[config.mk]
export PLATFORM = sky130hd
export DESIGN_NAME = addsub_rr_arbiter
export DESIGN_NICKNAME = d
export VERILOG_FILES = /design/src/rtl/addsub_rr_arbiter.sv
export SDC_FILE = /design/constraint.sdc
export NUM_CORES = 1
export LEC_CHECK = 0
export CAP_MARGIN = 20
export CORE_AREA = 3 3 54 56
export CTS_CLUSTER_SIZE = 8
export DETAILED_ROUTE_END_ITERATION = 8
export DIE_AREA = 0 0 57 59
export PLACE_DENSITY = 0.76
export SLEW_MARGIN = 20
export SYNTH_ARGS = -nofsm -noshare
export SYNTH_HDL_FRONTEND = slang
export SYNTH_SLANG_ARGS = --single-unit
[constraint.sdc]
create_clock -name clk -period 1.5 [get_ports clk]
set_input_delay 0.3 -clock clk [delete_from_list [all_inputs] [get_ports clk]]
set_output_delay 0.3 -clock clk [all_outputs]
set_load 0.01 [all_outputs]
[src/rtl/addsub_rr_arbiter.sv]
// addsub_rr_arbiter: two-client round-robin front end for one shared
// combinational add/subtract datapath. One operation at a time:
// grant (IDLE) -> datapath evaluates held operands (EXEC) -> tagged result
// presented for one cycle (RESP).
// Optional grant statistics counters cnt0/cnt1 are built when the macro
// ADDSUB_ARB_STATS_EN is defined.
//
// state | meaning
// IDLE  | waiting for req0/req1; winner chosen and operands latched on exit
// EXEC  | operand regs drive the datapath; S/C/V captured on exit
// RESP  | res_valid high for exactly this cycle
module addsub_rr_arbiter #(
    parameter int W = 4
) (
    input  logic         clk,
    input  logic         rst_n,
    input  logic         req0,
    input  logic         req1,
    input  logic         op0,
    input  logic         op1,
    input  logic [W-1:0] a0,
    input  logic [W-1:0] b0,
    input  logic [W-1:0] a1,
    input  logic [W-1:0] b1,
    output logic         gnt0,
    output logic         gnt1,
    output logic         res_valid,
    output logic         res_id,
    output logic [W-1:0] res_s,
    output logic         res_c,
    output logic         res_v,
    output logic [W-1:0] dp_a,
    output logic [W-1:0] dp_b,
    output logic         dp_op,
    input  logic [W-1:0] dp_s,
    input  logic         dp_c,
    input  logic         dp_v
`ifdef ADDSUB_ARB_STATS_EN
    ,
    output logic [7:0]   cnt0,
    output logic [7:0]   cnt1
`endif
);

    typedef enum logic [1:0] {
        IDLE = 2'd0,
        EXEC = 2'd1,
        RESP = 2'd2
    } state_t;

    state_t state;
    state_t state_nxt;
    logic   ptr;
    logic   op_id;
    logic   win_id;
    logic   take;
    logic   capture;

    // State register
    always_ff @(posedge clk or negedge rst_n) begin
        if (!rst_n) state <= IDLE;
        else        state <= state_nxt;
    end

    // Next-state logic; requests only matter while idle
    always_comb begin
        state_nxt = state;
        case (state)
            IDLE:    if (req0 || req1) state_nxt = EXEC;
            EXEC:    state_nxt = RESP;
            RESP:    state_nxt = IDLE;
            default: state_nxt = IDLE;
        endcase
    end

    // Control decode: accept strobe, winner select, result capture strobe
    always_comb begin
        take    = (state == IDLE) && (req0 || req1);
        capture = (state == EXEC);
        // With a single requester it wins outright; a tie goes to ptr
        win_id  = (req0 && req1) ? ptr : req1;
    end

    // Grant pulses, operand/id latch and priority pointer update
    always_ff @(posedge clk or negedge rst_n) begin
        if (!rst_n) begin
            gnt0  <= 1'b0;
            gnt1  <= 1'b0;
            dp_a  <= '0;
            dp_b  <= '0;
            dp_op <= 1'b0;
            op_id <= 1'b0;
            ptr   <= 1'b0;
        end else begin
            gnt0 <= take && !win_id;
            gnt1 <= take && win_id;
            if (take) begin
                dp_a  <= win_id ? a1  : a0;
                dp_b  <= win_id ? b1  : b0;
                dp_op <= win_id ? op1 : op0;
                op_id <= win_id;
                ptr   <= !win_id;
            end
        end
    end

    // Result capture from the datapath; values hold after res_valid drops
    always_ff @(posedge clk or negedge rst_n) begin
        if (!rst_n) begin
            res_valid <= 1'b0;
            res_id    <= 1'b0;
            res_s     <= '0;
            res_c     <= 1'b0;
            res_v     <= 1'b0;
        end else begin
            res_valid <= capture;
            if (capture) begin
                res_id <= op_id;
                res_s  <= dp_s;
                res_c  <= dp_c;
                res_v  <= dp_v;
            end
        end
    end

`ifdef ADDSUB_ARB_STATS_EN
    // Per-client grant counters, free-running with natural 8-bit wrap
    always_ff @(posedge clk or negedge rst_n) begin
        if (!rst_n) begin
            cnt0 <= 8'd0;
            cnt1 <= 8'd0;
        end else begin
            if (gnt0) cnt0 <= cnt0 + 8'd1;
            if (gnt1) cnt1 <= cnt1 + 8'd1;
        end
    end
`endif

endmodule
==> results.yml <==
clocking:
  htreeDepth: 1
  clkSlewWorstSetupHoldPaths_ns: 0.12
  cts_setup_buffers: 0
  insertion_delay_ns: 0.30
  clockRootBuffer: "clkbuf_4"
  clock_sinks: 23
  cts_buffers: 3
  clk_path_buf_depth: 2
  cts_tree: "yes"
pwr:
  p_switching_uw: 913
  internal_power_mw: 1.69
  irDropWorstVdd_mv: 0.879
  pwr-share-clk_pct: 10.7
  p_per_area_nw_per_um2: 1740
  p_leak_nw: 0.677
  comb_power_share_pct: 48.3
  swShare_pct: 35.0
  power_frac_seq_pct: 41.0
  total_power_mw: 2.61
global_routing:
  overflow: 0
  grt_pass1_wl_um: 3750
  grt_max_degree: 24
  antenna_found_initial: 0
  grt_pass1_vias: 861
  track_usage_pct: 14.5
logic_synthesis:
  yosys_register_bits: 23
  synth_top_area_share_pct: 59.7
  synthAdderAreaFrac_pct: 0
  synth_nets: 114
  yosys.area_share.xor_xnor_pct: 0
  syn_area_per_cell_um2: 11.2
  yosys.cell_types.count: 17
  yosys_warnings: 0
  yosysTopAreaCell: "dfrtp_1"
  synth_area_leaders: "dfrtp_1 60%, mux2_2 8.2%, a31oi_1 5.8%, nand3_1 5.2%, o21ai_0 5.2%"
  synthMuxAreaShare_pct: 8.17
  seq_area_frac_synth_pct: 59.7
  synth-simple-area-share_pct: 9.73
  syn_area_um2: 965
  synthCells: 86
  synth_top_family_by_area: "compound AO/OA/AOI/OAI gates"
  synth-compound-area-share_pct: 17.3
setup_path:
  crit_chain: "dlygate4sd2_1"
  worst_ep_arrival_time_ns: 1.00
  r2r_end: "ptr"
  cp-startpoint: "dp_b[1]"
  cp.depth: 1
  critPathTopFamily: "flip-flops"
  cp-endpoint: "dp_b[1]"
  end_kind: "primary output"
  worstSetupPathType: "reg -> out"
  critPathMaxFanout: 2
  cpPeakStageDelay_ns: 0.41
  r2r_cells: 4
  cp-start-kind: "flip-flop"
  critical_path.slowest_cell: "dfrtp_1"
  path_buf_inv: 1
  critical_path_required_ns: 1.20
  rr_startpoint: "state[1]"
  r2r_setup_slack_ns: 0.36
cells_and_area:
  num_antenna_cells: 0
  syn_to_final_growth_pct: 55.3
  layout.nets: 167
  final_common_cell: "clkdlybuf4s50_1"
  fin_cells: 168
  final_cell_mix: "27 x clkdlybuf4s50_1, 23 x dfrtp_1, 16 x dlygate4sd2_1"
  drive_above_1_share_pct: 13.8
floorplanning:
  dieArea_um2: 3360
  fp.dieH_um: 59
  core_area_um2: 2480
  ios: 47
  rows: 18
  initial_core_util_pct: 38.9
  fp.dieW_um: 57
drt:
  first_pass_iters: 4
  num_vias: 859
  viasPerCell: 5.11
  drc: 0
  drt-initial-drc-count: 8
  ant_nets: 0
  wl_per_cell_um: 13.9
  routed_wl_um: 2340
placed_design:
  numPortBuffers: 46
  gp_congestion: 0.737
  dp.cells: 164
  dp_slack_ns: -0.00910
  hpwl_um: 1720
timing:
  whs_ns: 0.354
  fin_ws_ns: 0.202
  setup_viol_count_final: 0
  tightest_slew_ns: 0.285
  post-route-period-util_pct: 86.5
  hold_viol: 0
  max-slew-margin-rel_pct: 81.0
  period_needed_ns: 1.30
  slew_violations: 0
  worst_clock_skew_ns: 0.000816
  rsz0062_at_grt: "no"
  fmax_mhz: 770
worst_hold_path:
  holdCritPathClass: "in -> async"
run:
  drv_cap: 0
status:
  outcome: "finished, final reports clean"
-- synthesized netlist by cell type, drive strengths merged --
library cell,number
a31oi,9
o21ai,10
dfrtp,23
or2,1
clkbuf,3
inv,3
mux2,7
o21a,1
buf,3
nand2b,1
a21boi,1
a21oi,9
nand3,10
nor2b,3
nor2,1
and2,1
-- worst min-delay path by stage --
stage / end / slack [ns] / cells past startpoint
after CTS: res_s[3] / 0.36 / 2
final: res_s[3] / 0.35 / 2
after detailed placement: state[1] / 0.45 / 1
after global routing: res_s[3] / 0.36 / 2
after floorplan: dp_a[0] / 0.004 / 0
after global placement: state[1] / 0.44 / 1
-- per-stage QoR --
stage	TNS, ns	area (µm²)	utilization [%]
floorplan	0	965	-
global placement	0	1480	59.9
detailed placement	-0.0142	1480	59.9
CTS	0	1490	60.2
global route	0	1500	60.5
finish	0	1500	60.5
-- power by group through the flow --
stage	logic, mW	registers [mW]	clock network (mW)
after floorplan	0.579	1.20	0
after global placement	1.39	1.09	0
after detailed placement	1.43	1.09	0
after CTS	1.29	1.08	0.285
after global routing	1.38	1.12	0.311
final	1.26	1.07	0.279
-- repair_timing --
action	in CTS	in global routing
endpoints found under the setup margin	16	3
hold buffers	0	0
resized for setup	16	3
-- registers in the layout, indices dropped and copies added, names as in the netlist --
| name | count |
|---|---|
| dp_a | 4 |
| state | 2 |
| dp_b | 4 |
| ptr | 1 |
| gnt1 | 1 |
| op_id | 1 |
| res_v | 1 |
| dp_op | 1 |
| res_valid | 1 |
| res_s | 4 |
| gnt0 | 1 |
| res_id | 1 |
| res_c | 1 |
-- layer usage --
metal / routed length (µm) / track usage [%] / vias to the layer above
met3: 247 / 4.79 / 2
met4: 10 / 4.97 / 0
met5: 0 / 0 / -
met1: 953 / 17.3 / 402
met2: 1130 / 24.8 / 41
li1: - / - / 414
-- cell type report --
| class | instances | area, µm² |
|---|---|---|
| clock buffer | 4 | 26.3 |
| fill | 236 | 980 |
| inverter | 3 | 11.3 |
| multi-input combinational | 54 | 339 |
| sequential | 23 | 576 |
| tap | 30 | 37.5 |
| timing repair buffer | 54 | 508 |
-- cells by family after synthesis --
kind of cell | Yosys count
AO/OA/AOI/OAI | 30
buffers and inverters | 9
flip-flops | 23
AND/OR/NAND/NOR | 17
multiplexers | 7
Note: power is estimated with default switching activity, not from simulation.
